===== src/rtl/prim_ray_dispatch.sv =====
`default_nettype none
// +----------------------------------------------------------------------------+
// | Module   : prim_ray_dispatch                                               |
// | Tags primary rays with IDs from a free-ID pool and returns the owning      |
// | pixel on retire. Optional checker macro: PRIM_RAY_DISPATCH_CHECK_EN.       |
// | Revision : 1.0                                                             |
// +----------------------------------------------------------------------------+
module prim_ray_dispatch #(
    parameter int RAY_W   = 211,
    parameter int NUM_IDS = 16,
    parameter int ID_W    = 4,
    parameter int SCR_W   = 640,
    parameter int SCR_H   = 480,
    parameter int PIX_W   = 19
) (
    input  logic             clk,
    input  logic             rst,
    input  logic             start,
    input  logic             prg_to_int_valid,
    input  logic [RAY_W-1:0] prg_data,
    output logic             prg_to_int_stall,
    output logic             int_valid,
    output logic [ID_W-1:0]  int_id,
    output logic [RAY_W-1:0] int_data,
    input  logic             int_stall,
    input  logic             ret_valid,
    input  logic [ID_W-1:0]  ret_id,
    output logic             pix_valid,
    output logic [PIX_W-1:0] pix_idx,
    output logic             frame_done,
    output logic             err
);
    localparam int               CNT_W    = $clog2(NUM_IDS + 1);
    localparam logic [PIX_W-1:0] LAST_PIX = PIX_W'(SCR_W * SCR_H - 1);
    localparam logic [1:0] ST_INIT  = 2'd0;
    localparam logic [1:0] ST_RUN   = 2'd1;
    localparam logic [1:0] ST_DRAIN = 2'd2;
    localparam logic [1:0] ST_DONE  = 2'd3;

    logic [1:0]       state_q, state_d;
    logic [ID_W-1:0]  init_cnt_q, init_cnt_d;
    logic [ID_W-1:0]  free_mem_q [NUM_IDS];
    logic [PIX_W-1:0] pix_table_q [NUM_IDS];
    logic [ID_W-1:0]  head_q, head_d, tail_q, tail_d;
    logic [CNT_W-1:0] free_cnt_q, free_cnt_d;
    logic [CNT_W-1:0] outst_q, outst_d;
    logic [PIX_W-1:0] issued_q, issued_d;
    logic             int_valid_q, int_valid_d;
    logic [ID_W-1:0]  int_id_q, int_id_d;
    logic [RAY_W-1:0] int_data_q, int_data_d;
    logic             pix_valid_q, pix_valid_d;
    logic [PIX_W-1:0] pix_idx_q, pix_idx_d;

    logic             free_empty, free_full, accept, ret_live, ret_dec, push_en;
    logic [ID_W-1:0]  push_id, alloc_id;

    always_comb begin
        free_empty       = (free_cnt_q == '0);
        free_full        = (free_cnt_q == CNT_W'(NUM_IDS));
        prg_to_int_stall = (state_q != ST_RUN) | free_empty | (int_valid_q & int_stall);
        accept           = prg_to_int_valid & ~prg_to_int_stall;
        alloc_id         = free_mem_q[head_q];
        // Retires during INIT are illegal; the init sequence owns the push port then.
        ret_live         = ret_valid & (state_q != ST_INIT);
        ret_dec          = ret_live & (outst_q != '0);
        push_en          = (state_q == ST_INIT) | (ret_live & ~free_full);
        push_id          = (state_q == ST_INIT) ? init_cnt_q : ret_id;

        head_d     = head_q + ID_W'(accept);
        tail_d     = tail_q + ID_W'(push_en);
        free_cnt_d = free_cnt_q + CNT_W'(push_en) - CNT_W'(accept);
        outst_d    = outst_q + CNT_W'(accept) - CNT_W'(ret_dec);

        state_d    = state_q;
        init_cnt_d = init_cnt_q;
        issued_d   = accept ? issued_q + PIX_W'(1) : issued_q;
        case (state_q)
            ST_INIT: begin
                init_cnt_d = init_cnt_q + ID_W'(1);
                if (init_cnt_q == ID_W'(NUM_IDS - 1)) state_d = ST_RUN;
            end
            ST_RUN:   if (accept && issued_q == LAST_PIX) state_d = ST_DRAIN;
            ST_DRAIN: if (outst_d == '0) state_d = ST_DONE;
            ST_DONE: begin
                if (start) begin
                    state_d  = ST_RUN;
                    issued_d = '0;
                end
            end
            default: state_d = ST_INIT;
        endcase

        int_valid_d = int_valid_q;
        int_id_d    = int_id_q;
        int_data_d  = int_data_q;
        if (accept) begin
            int_valid_d = 1'b1;
            int_id_d    = alloc_id;
            int_data_d  = prg_data;
        end else if (!int_stall) begin
            int_valid_d = 1'b0;
        end

        pix_valid_d = ret_valid;
        pix_idx_d   = ret_valid ? pix_table_q[ret_id] : pix_idx_q;
    end

    always_ff @(posedge clk) begin
        if (push_en) free_mem_q[tail_q]    <= push_id;
        if (accept)  pix_table_q[alloc_id] <= issued_q;
    end

    always_ff @(posedge clk or negedge rst) begin
        if (!rst) begin
            state_q     <= ST_INIT;
            init_cnt_q  <= '0;
            head_q      <= '0;
            tail_q      <= '0;
            free_cnt_q  <= '0;
            outst_q     <= '0;
            issued_q    <= '0;
            int_valid_q <= 1'b0;
            int_id_q    <= '0;
            int_data_q  <= '0;
            pix_valid_q <= 1'b0;
            pix_idx_q   <= '0;
        end else begin
            state_q     <= state_d;
            init_cnt_q  <= init_cnt_d;
            head_q      <= head_d;
            tail_q      <= tail_d;
            free_cnt_q  <= free_cnt_d;
            outst_q     <= outst_d;
            issued_q    <= issued_d;
            int_valid_q <= int_valid_d;
            int_id_q    <= int_id_d;
            int_data_q  <= int_data_d;
            pix_valid_q <= pix_valid_d;
            pix_idx_q   <= pix_idx_d;
        end
    end

    assign int_valid  = int_valid_q;
    assign int_id     = int_id_q;
    assign int_data   = int_data_q;
    assign pix_valid  = pix_valid_q;
    assign pix_idx    = pix_idx_q;
    assign frame_done = (state_q == ST_DONE);

`ifdef PRIM_RAY_DISPATCH_CHECK_EN
    logic [NUM_IDS-1:0] bitmap_q, bitmap_d;
    logic               err_q, err_d;
    logic               hold_q, hold_d;

    always_comb begin
        bitmap_d = bitmap_q;
        if (accept)    bitmap_d[alloc_id] = 1'b1;
        if (ret_valid) bitmap_d[ret_id]   = 1'b0;
        hold_d = prg_to_int_valid & prg_to_int_stall;
        err_d  = err_q
               | (ret_valid & ~bitmap_q[ret_id])
               | (ret_valid & ((state_q == ST_INIT) | (state_q == ST_DONE)))
               | (hold_q & ~prg_to_int_valid)
               | (ret_live & free_full);
    end

    always_ff @(posedge clk or negedge rst) begin
        if (!rst) begin
            bitmap_q <= '0;
            err_q    <= 1'b0;
            hold_q   <= 1'b0;
        end else begin
            bitmap_q <= bitmap_d;
            err_q    <= err_d;
            hold_q   <= hold_d;
        end
    end

    assign err = err_q;
`else
    assign err = 1'b0;
`endif

endmodule
`default_nettype wire


===== config.mk =====
export PLATFORM = sky130hd
export DESIGN_NAME = prim_ray_dispatch
export DESIGN_NICKNAME = d
export VERILOG_FILES = /design/src/rtl/prim_ray_dispatch.sv
export SDC_FILE = /design/constraint.sdc
export NUM_CORES = 1
export LEC_CHECK = 0
export CORE_UTILIZATION = 28
export DETAILED_ROUTE_END_ITERATION = 10
export PLACE_DENSITY = 0.53
export SLEW_MARGIN = 20
export SYNTH_ARGS = -nofsm -noshare
export SYNTH_HDL_FRONTEND = slang
export SYNTH_SLANG_ARGS = --single-unit
export TNS_END_PERCENT = 100

===== constraint.sdc =====
create_clock -name clk -period 6.2 [get_ports clk]
set_clock_uncertainty 0.05 [all_clocks]
set_input_delay 1.24 -clock clk [delete_from_list [all_inputs] [get_ports clk]]
set_output_delay 1.24 -clock clk [all_outputs]
set_load 0.005 [all_outputs]

==> results of run 1 <==
## sequential cells by signal, summed over array words and instances (netlist names)
register / flops
pix_valid: 1
head_q: 4
pix_idx: 19
pix_table_q: 304
int_id: 4
int_data: 211
outst_q: 5
state_q: 2
free_mem_q: 64
free_cnt_q: 5
int_valid: 1
init_cnt_q: 4
tail_q: 4
issued_q: 19
## cells by family after synthesis
family / count (synthesis) / synth area share
xor gates and xnor gates: 28 / 0.00973
muxes: 145 / 0.113
AOI/OAI and AO/OA: 31 / 0.00795
other: 1 / 0.000149
adders and majority gates: 24 / 0.0125
buffers and inverters: 109 / 0.0176
DFF: 647 / 0.716
and+or+nand+nor: 765 / 0.124
## through the flow
step           power, mW  worst slack [ps]  instances
2_1_floorplan       8.05              1010       1750
5_1_grt             15.5              1090       3447
4_1_cts             14.9              1340       3446
3_5_place_dp        10.6               731       3314
6_report            14.7              1300       3447
3_3_place_gp        10.5               796       3314
## metal layers
metal  GRT usage  vias to the layer above  part of all wire
met5           0                        -                 0
met4      0.0396                        0             0.017
met3      0.0385                       88             0.064
met2       0.258                      468              0.49
met1       0.201                     7902              0.43
li1            -                     7092                 -
## how the worst max path moves through the flow
stage                   start          to  depth (start not counted)
floorplan           int_stall  state_q[1]                         15
global route        int_stall  state_q[1]                         13
detailed placement  int_stall  state_q[1]                         13
finish              int_stall  state_q[1]                         13
CTS                 int_stall  state_q[1]                         13
global placement    int_stall  state_q[1]                         13
## cells in the mapped netlist (5+ instances only)
cell type / number / share of area
a21oi_1: 10 / 0.0020
and3_1: 5 / 0.0012
and3b_1: 5 / 0.0017
buf_1: 7 / 0.0010
buf_2: 18 / 0.0036
clkbuf_1: 59 / 0.0088
dfrtp_1: 279 / 0.28
edfxtp_1: 368 / 0.44
ha_1: 22 / 0.011
inv_1: 22 / 0.0033
mux2_2: 26 / 0.012
mux2i_1: 10 / 0.0040
mux4_2: 108 / 0.097
nand2_1: 653 / 0.097
nand3_1: 9 / 0.0018
nand4_1: 7 / 0.0017
nor2_1: 32 / 0.0048
nor3_1: 13 / 0.0026
nor3b_1: 8 / 0.0024
o21ai_0: 6 / 0.0012
xnor2_1: 20 / 0.0070
xor2_1: 8 / 0.0028
## where the power goes
| part | switching, mW | internal, mW |
|---|---|---|
| clock | 1.76 | 2.47 |
| sequential | 0.630 | 5.64 |
| combinational | 2.05 | 2.13 |
## cell type report
| cell class | instances | area, um^2 |
|---|---|---|
| Inverter | 23 | 91.3 |
| Antenna cell | 1 | 2.50 |
| Timing Repair Buffer | 485 | 4810 |
| Multi-Input combinational cell | 994 | 6790 |
| Fill cell | 8369 | 55300 |
| Tap cell | 1165 | 1460 |
| Clock buffer | 95 | 2010 |
| Clock inverter | 37 | 329 |
| Sequential cell | 647 | 18000 |
## worst min-delay path, cell delays in order, from the launching register on
cell and delay [ps]:
dfrtp_1 330, nand2_1 50, nand2_1 60
==> impl_results.md, run 1 <==
* 1st-iter DRT viols at about 940
* Worst Hold Launch: int_data[65]
* Tightest Pin Transition at 973 ps
* Max_slew headroom at 0.351
* Hold_buf cts at 0
* Layout area overhead at 33.1%
* Final hold slack at approximately 420 ps
* Critical path arrival at between 5000 and 6000 ps
* Crit path cell chain: clkdlybuf4s50_1, a21boi_1, and3_4, inv_6, ha_1, inv_1, ha_1, fa_1, and3b_1, or4_1, a2111oi_0, o221ai_1, mux2_1
* Reg clk slew, reported paths at ~60 ps
* Element type at the critical path end: flip-flop
* Post-synth EDFFs at approximately 370
* Reg2reg start: state_q[1]
* R2R Path End: state_q[1]
* Commonest non-fill, non-tap cell in the layout: nand2_1
* Core Area at around 89000 um^2
* F_max at a little over 0.2 GHz
* CTS buffer count at between 70 and 80
* Nets at around 2500
* Syn Std Cell Area at roughly 25000 um^2
* Reg2reg setup slack at about 1600 ps
* Clock Sinks at between 600 and 700
* Die Wd at 302 um
* Post-DRT Antenna Nets at 0
* Asr flop ratio synth at 0.431
* Worst Hold Path EP: int_data[65]
* Post-synth net total at roughly 2000
* Wire per inst at approximately 20 um
* # resized after CTS at 0
* Detailed Place HPWL at around 45000 um
* H-tree levels at 3
* Cell Pwr Density at 438 nW/um^2
* Initial antenna violation count at 3
* Predominant post-synthesis flop cell: edfxtp_1
* Leakage at between 10 and 15 nW
* Grt ovf at 0
* DR DRC count at 3
* Post-layout util at 0.378
* Cell family with most CP delay: compound AO/OA/AOI/OAI gates
* Largest net degree at the start of global routing at 170
* Via count at roughly 16000
* Syn avg cell area at 14.4 um^2
* Yosys warning total at 0
* Crit-path max cell delay at ~700 ps
* Finished Cell Area at approximately 34000 um^2
* Placed cell area at 31200 um^2
* Final period util at 0.790
* Initial Util at 0.284
* RD Place Congestion at approximately 0.80
* Port Buf Inserts at approximately 460
* Yosys cell types at 54
* Critical Path Most Common Cell: ha_1
* Cell row count at about 110
* CTS tree: yes
* Setup TNS at 0 ps
* Post-CTS Setup Bufs at 0
* Setup Crit Path Kind: in -> reg
* Clk buf depth at 3
* Worst path buffer plus inverter count at 3
* Startpoint Class: input pin
* Min Tclk post-route at roughly 4900 ps
* Pre-antenna DRT Iters at 10
* Cells after synthesis at between 1500 and 2000
* Synth Register Bits at 647
* Crit path max-delay cell type: a2111oi_0
* Final setup violation count at 0
* Hold Crit Class: reg -> reg
* Leading cell types in the layout, fill and taps excluded: nand2_1, clkdlybuf4s50_1, edfxtp_1
* Clk Tree Root Cell: clkbuf_16
* Failing checks: DRC
* Clk_lat worst skew at ~610 ps
* Seq/Total Area, Yosys at 0.716
* Global-route wire length before repair at around 110000 um
* Max-cap violations at 0
* WHS Path Cells at 2
* Die area at 91200 um^2
* WL final at 70600 um
* Fin. Hold Viols at 0
* I/O pin count at 460
* Die Ht at roughly 300 um
* Total global routing track utilization at 0.155
* VDD IR max at about 0.23 mV
* Max-slew violation count at 0
* Vias in the first global route at about 16000
* Vias per cell at 4.51
* RSZ-0062 raised after global routing: no
* Share of cells above drive strength 1 at 0.128
* Required time of the critical path at about 6600 ps
* Worst-path fanout max at 5
* Worst r2r path cells at 14
* Outcome: finished, violations left
(Power assumes the default switching activity.)
==> run 2, diff against run 1 <==
--- a/config.mk
+++ b/config.mk
@@ -7,7 +7,7 @@
 export LEC_CHECK = 0
 export CORE_UTILIZATION = 28
 export DETAILED_ROUTE_END_ITERATION = 10
-export PLACE_DENSITY = 0.53
+export PLACE_DENSITY = 0.55
 export SLEW_MARGIN = 20
 export SYNTH_ARGS = -nofsm -noshare
 export SYNTH_HDL_FRONTEND = slang
==> constraint.sdc (replaced) <==
create_clock -name clk -period 4.3 [get_ports clk]
set_clock_uncertainty 0.05 [all_clocks]
set_input_delay 0.86 -clock clk [delete_from_list [all_inputs] [get_ports clk]]
set_output_delay 0.86 -clock clk [all_outputs]
set_load 0.005 [all_outputs]
==> run 2 against run 1 <==
  * Utilization up 0.40 points
  * Sequential share of layout area down 0.56 points
  * The flow still finishes with violations (DRC)
  * Cell count up 0.84%
  * Critical path depth up 1
  * Non-clock buffer count up 21
  * Final area up 1.1%
==> impl_results.md, run 2 (synthesis gave the netlist of run 1 again) <==
* Element type at the critical path end: flip-flop
* Port Buf Inserts at 458
* Commonest non-fill, non-tap cell in the layout: nand2_1
* VDD IR max at about 0.30 mV
* Vias in the first global route at 16800
* I/O pin count at 460
* Flop pwr share at 0.422
* Worst-path fanout max at 4
* Biggest register: pix_table_q
* Required time of the critical path at 4730 ps
* Hold_buf cts at 0
* 1st-iter DRT viols at 1134
* RD Place Congestion at 0.763
* Grt ovf at 0
* H-tree levels at 3
* Reg clk slew, reported paths at about 60 ps
* CTS tree: yes
* Via count at roughly 16000
* Max-slew violation count at 0
* F_max at roughly 0.25 GHz
* Core Area at ~90000 um^2
* Post-DRT Antenna Nets at 0
* Tightest Pin Transition at roughly 890 ps
* P_sw at around 6.4 mW
* # fillers at 8382
* Largest register FFs at roughly 300
* Setup Crit Path Kind: reg -> reg
* Wire per inst at around 20 um
* Layout Cells excl Fill at 3476
* Max-cap violations at 0
* # resized after CTS at 0
* Crit-path max cell delay at 540 ps
* Clk buf depth at 3
* Cell Pwr Density at between 600 and 700 nW/um^2
* Hold Crit Class: in -> async
* Switching part of the total at 0.300
* Leakage at 13.0 nW
* Min Tclk post-route at roughly 3900 ps
* Initial Util at 0.284
* Failing checks: DRC
* Max_slew headroom at 0.405
* Clk network pwr share at 0.291
* Crit path cell chain: inv_1, ha_1, a21boi_2, and3_4, inv_6, ha_1, inv_1, ha_1, fa_1, and3b_1, or4_4, a2111oi_4, o221ai_1, mux2_1
* Die area at ~91000 um^2
* Fin. Hold Viols at 0
* Initial antenna violation count at 11
* Detailed Place HPWL at between 40000 and 50000 um
* Clock Sinks at 647
* Total global routing track utilization at 0.153
* Layout area overhead at 34.5%
* Placed Instances at 3335
* P_int at ~15 mW
* CTS buffer count at 75
* Clk Tree Root Cell: clkbuf_16
* Largest net degree at the start of global routing at about 160
* Pre-antenna DRT Iters at 10
* Vias per cell at 4.52
* Outcome: finished, violations left
* Critical path arrival at roughly 4400 ps
* Share of cells above drive strength 1 at 0.137
* Final setup violation count at 0
* Crit path max-delay cell type: or4_4
* Comb pwr share at 0.287
* Nets at ~2500
* Clk_lat worst skew at 610 ps
* Placed cell area at 31500 um^2
* Die Wd at 302 um
* Startpoint Class: flip-flop
* Global-route wire length before repair at about 100000 um
* Post-CTS Setup Bufs at 0
* WL final at 70000 um
* Finished Cell Area at approximately 34000 um^2
* Critical Path Most Common Cell: ha_1
* Die Ht at between 300 and 400 um
* Cell row count at around 110
* DR DRC count at 18
* Final period util at 0.917
* RSZ-0062 raised after global routing: no
* Leading cell types in the layout, fill and taps excluded: nand2_1, clkdlybuf4s50_1, edfxtp_1
## run 2: changes by cell type in the layout (fill, tap and decap cells not counted), sizes merged
| cell | delta |
|---|---|
| clkinvlp | +2 |
| diode | +3 |
| buf | +20 |
| clkinv | -10 |
| clkdlybuf4s50 | +1 |
| bufinv | -2 |
| clkbuf | +17 |
| inv | -2 |
## run 2: critical path: cells and delay by family, from the launching register on
kind,cells,cell delay (ps)
AOI/OAI and AO/OA,3,730
muxes,1,320
DFF,1,400
adders and majority gates,4,1170
and+or+nand+nor,3,980
buffers and inverters,3,160
## run 2: path summary, 6_finish.rpt
path	startpoint	endpoint	slack, ps	cells after the start
min in group clk	int_data[185]	int_data[185]	420	2
hold / removal	rst	pix_idx[7]	220	1
setup reg to reg	state_q[1]	state_q[1]	360	14
setup / recovery	state_q[1]	state_q[1]	360	14
hold reg to reg	int_data[185]	int_data[185]	420	2
max in group asynchronous	rst	issued_q[6]	3080	2
## run 2: final cells by class
type	instances	area (um^2)	share of cell area
clock inverters	25	224	0.00661
inverters	23	91.3	0.00270
multi-input cells	994	6820	0.201
flip-flops and latches	647	18000	0.532
diodes	4	10.0	0.000295
clock buffers	112	2180	0.0643
repair buffers	506	5070	0.150
well taps	1165	1460	0.0430
## run 2: power groups by stage
stage          registers (mW)  logic [mW]  clock network (mW)
2_1_floorplan            8.96        2.70                   0
3_3_place_gp             9.03        6.12                   0
3_5_place_dp             9.09        6.23                   0
4_1_cts                  9.02        6.25                6.39
5_1_grt                  9.19        6.76                6.61
6_report                 8.99        6.10                6.19
## run 2: layer usage
metal | vias up | track usage | share of wire
met5 | - | 0 | 0.00037
li1 | 7141 | - | -
met4 | 4 | 0.0470 | 0.020
met3 | 88 | 0.0458 | 0.075
met1 | 7984 | 0.195 | 0.42
met2 | 488 | 0.251 | 0.49
## run 2: metrics by stage
step	setup slack, ps	setup TNS (ps)	utilization	power, mW	hold WS (ps)
5_1_grt	190	0	0.382	22.6	255
4_1_cts	334	0	0.382	21.7	223
3_5_place_dp	-157	-208	0.354	15.3	411
2_1_floorplan	3.59	0	-	11.7	413
6_report	358	0	0.382	21.3	221
3_3_place_gp	-131	-162	0.354	15.2	408
==> run 3, diff against run 2 <==
--- a/config.mk
+++ b/config.mk
@@ -5,9 +5,9 @@
 export SDC_FILE = /design/constraint.sdc
 export NUM_CORES = 1
 export LEC_CHECK = 0
-export CORE_UTILIZATION = 28
+export CORE_UTILIZATION = 24
 export DETAILED_ROUTE_END_ITERATION = 10
-export PLACE_DENSITY = 0.55
+export PLACE_DENSITY = 0.49
 export SLEW_MARGIN = 20
 export SYNTH_ARGS = -nofsm -noshare
 export SYNTH_HDL_FRONTEND = slang
==> run 3 against run 2 <==
  * The run now ends clean
  * Flip-flop and latch count did not move
  * First-iteration DRC count fell by 19%
  * Clock-buffer cell count fell by 7
  * Worst hold slack improved by 6.9 ps
  * Global-route usage fell by 1.5 points
  * Via count barely moved
  * Clock power rose by 3%
  * Final area rose by 0.94%
  * Worst setup slack got worse by 7.5 ps
  * Die area rose by 17%
  * Register-to-register slack barely moved
==> impl_results.md, run 3 (synthesis gave the netlist of run 1 again) <==
* CTS buffer count at 76
* Initial antenna violation count at 3
* Final hold slack at ~230 ps
* Initial Util at 0.243
* R2R Path End: state_q[1]
* Placed cell area at between 30000 and 40000 um^2
* Commonest non-fill, non-tap cell in the layout: nand2_1
* Post-CTS Setup Bufs at 0
* Hold Crit Class: in -> async
* Required time of the critical path at 4750 ps
* RSZ-0062 raised after global routing: no
* Vias per cell at roughly 4.3
* Clk buf depth at 3
* Final worst slack at between 300 and 400 ps
* VDD IR max at between 0.3 and 0.4 mV
* I/O pin count at 460
* Global-route wire length before repair at 110000 um
* Startpoint Class: flip-flop
* Tightest Pin Transition at between 1000 and 1500 ps
* Total global routing track utilization at 0.138
* Worst-path fanout max at 2
* 1st-iter DRT viols at approximately 920
* Nets at between 2000 and 2500
* Max-cap violations at 0
* Crit path max-delay cell type: or4b_1
* Placed Instances at ~3600
* Critical path arrival at ~4400 ps
* Layout area overhead at 35.7%
* Grt ovf at 0
* Reg2reg start: free_cnt_q[2]
* Max-slew violation count at 0
* Finished Cell Area at approximately 34000 um^2
* Final setup violation count at 0
* Clk_lat worst skew at roughly 620 ps
* RD Place Congestion at approximately 0.84
* Share of cells above drive strength 1 at 0.141
* Element type at the critical path end: flip-flop
* Largest net degree at the start of global routing at 109
* Cell Pwr Density at around 630 nW/um^2
* Pre-antenna DRT Iters at 5
* Clk Tree Root Cell: clkbuf_16
* Crit-path max cell delay at 530 ps
* Biggest register: pix_table_q
* Die Ht at approximately 330 um
* Detailed Place HPWL at 47100 um
* Setup TNS at 0 ps
* Port Buf Inserts at between 400 and 500
* Outcome: complete, no violations
* Leakage at ~13 nW
* Hold_buf cts at 0
* Die Wd at 326 um
* Total power at around 22 mW
* Min Tclk post-route at around 3900 ps
* Reg2reg setup slack at approximately 350 ps
* F_max at ~0.25 GHz
* Critical Path Most Common Cell: ha_1
* Worst r2r path cells at 14
* WL final at around 73000 um
* Worst slack, placed at -101 ps
* Cell row count at approximately 120
* Core Area at 104000 um^2
* Fin. Hold Viols at 0
* Clock Sinks at about 650
* CTS tree: yes
* DR DRC count at 0
* Die area at 106000 um^2
* Largest register FFs at approximately 300
* H-tree levels at 3
* Post-layout util at 0.330
* Via count at 15700
* Reg clk slew, reported paths at about 60 ps
* # resized after CTS at 0
* Leading cell types in the layout, fill and taps excluded: nand2_1, clkdlybuf4s50_1, edfxtp_1
* Wire per inst at 19.8 um
* Max_slew headroom at 0.327
* Crit path cell chain: inv_1, ha_1, or4b_1, and3_4, inv_6, ha_1, inv_1, ha_1, fa_1, and3b_1, or4_4, a2111oi_4, o221ai_1, mux2_1
* Vias in the first global route at 16900
* Layout Cells excl Fill at about 3700
* Post-DRT Antenna Nets at 0
* Setup Crit Path Kind: reg -> reg
* Final period util at 0.918
run 3: cell types whose count changed in the layout (fill, tap and decap cells not counted), sizes merged:
cell | previous run | this run
clkinvlp | 2 | 5
diode | 4 | 1
bufinv | 2 | 4
inv | 26 | 27
clkinv | 18 | 22
clkbuf | 112 | 105
clkdlybuf4s50 | 454 | 453
buf | 52 | 54
run 3: how the worst max path moves through the flow:
stage / cells past startpoint / start / slack [ps] / endpoint
after floorplan: 15 / int_stall / 4 / state_q[1]
after global placement: 13 / int_stall / -90 / state_q[1]
after detailed placement: 13 / int_stall / -100 / state_q[1]
after CTS: 14 / free_cnt_q[2] / 300 / state_q[1]
after global routing: 14 / free_cnt_q[3] / 140 / state_q[1]
final: 14 / free_cnt_q[2] / 350 / state_q[1]
run 3: area by class of cell:
cell class	instances	area [um^2]
clock inverter	35	380
clock buffer	105	2110
timing repair buffer	507	5040
multi-input combinational	994	6820
tap	1380	1730
inverter	23	91.3
antenna	1	2.50
fill	10200	69600
sequential	647	18000
run 3: report_power, final:
group          total [mW]  switching [mW]  leakage, nW  internal (mW)
registers            9.01           0.878         6.55           8.13
logic                6.18            3.03         5.31           3.14
clock network        6.38            2.67         1.21           3.72
total                21.6            6.57         13.1           15.0
run 3: worst max-delay path: cells and delay by family, from the launching register on:
kind                     cells  cell delay, ps
AND/OR/NAND/NOR              4            1500
adder cells (fa/ha/maj)      4             900
AO/OA/AOI/OAI                2             490
flip-flops                   1             380
multiplexers                 1             330
buffers and inverters        3             180
run 3: per-layer routing:
| layer | GRT usage | share of wire |
|---|---|---|
| met1 | 0.172 | 0.42 |
| met2 | 0.228 | 0.49 |
| met3 | 0.0438 | 0.071 |
| met4 | 0.0389 | 0.023 |
| met5 | 0 | 0.00014 |
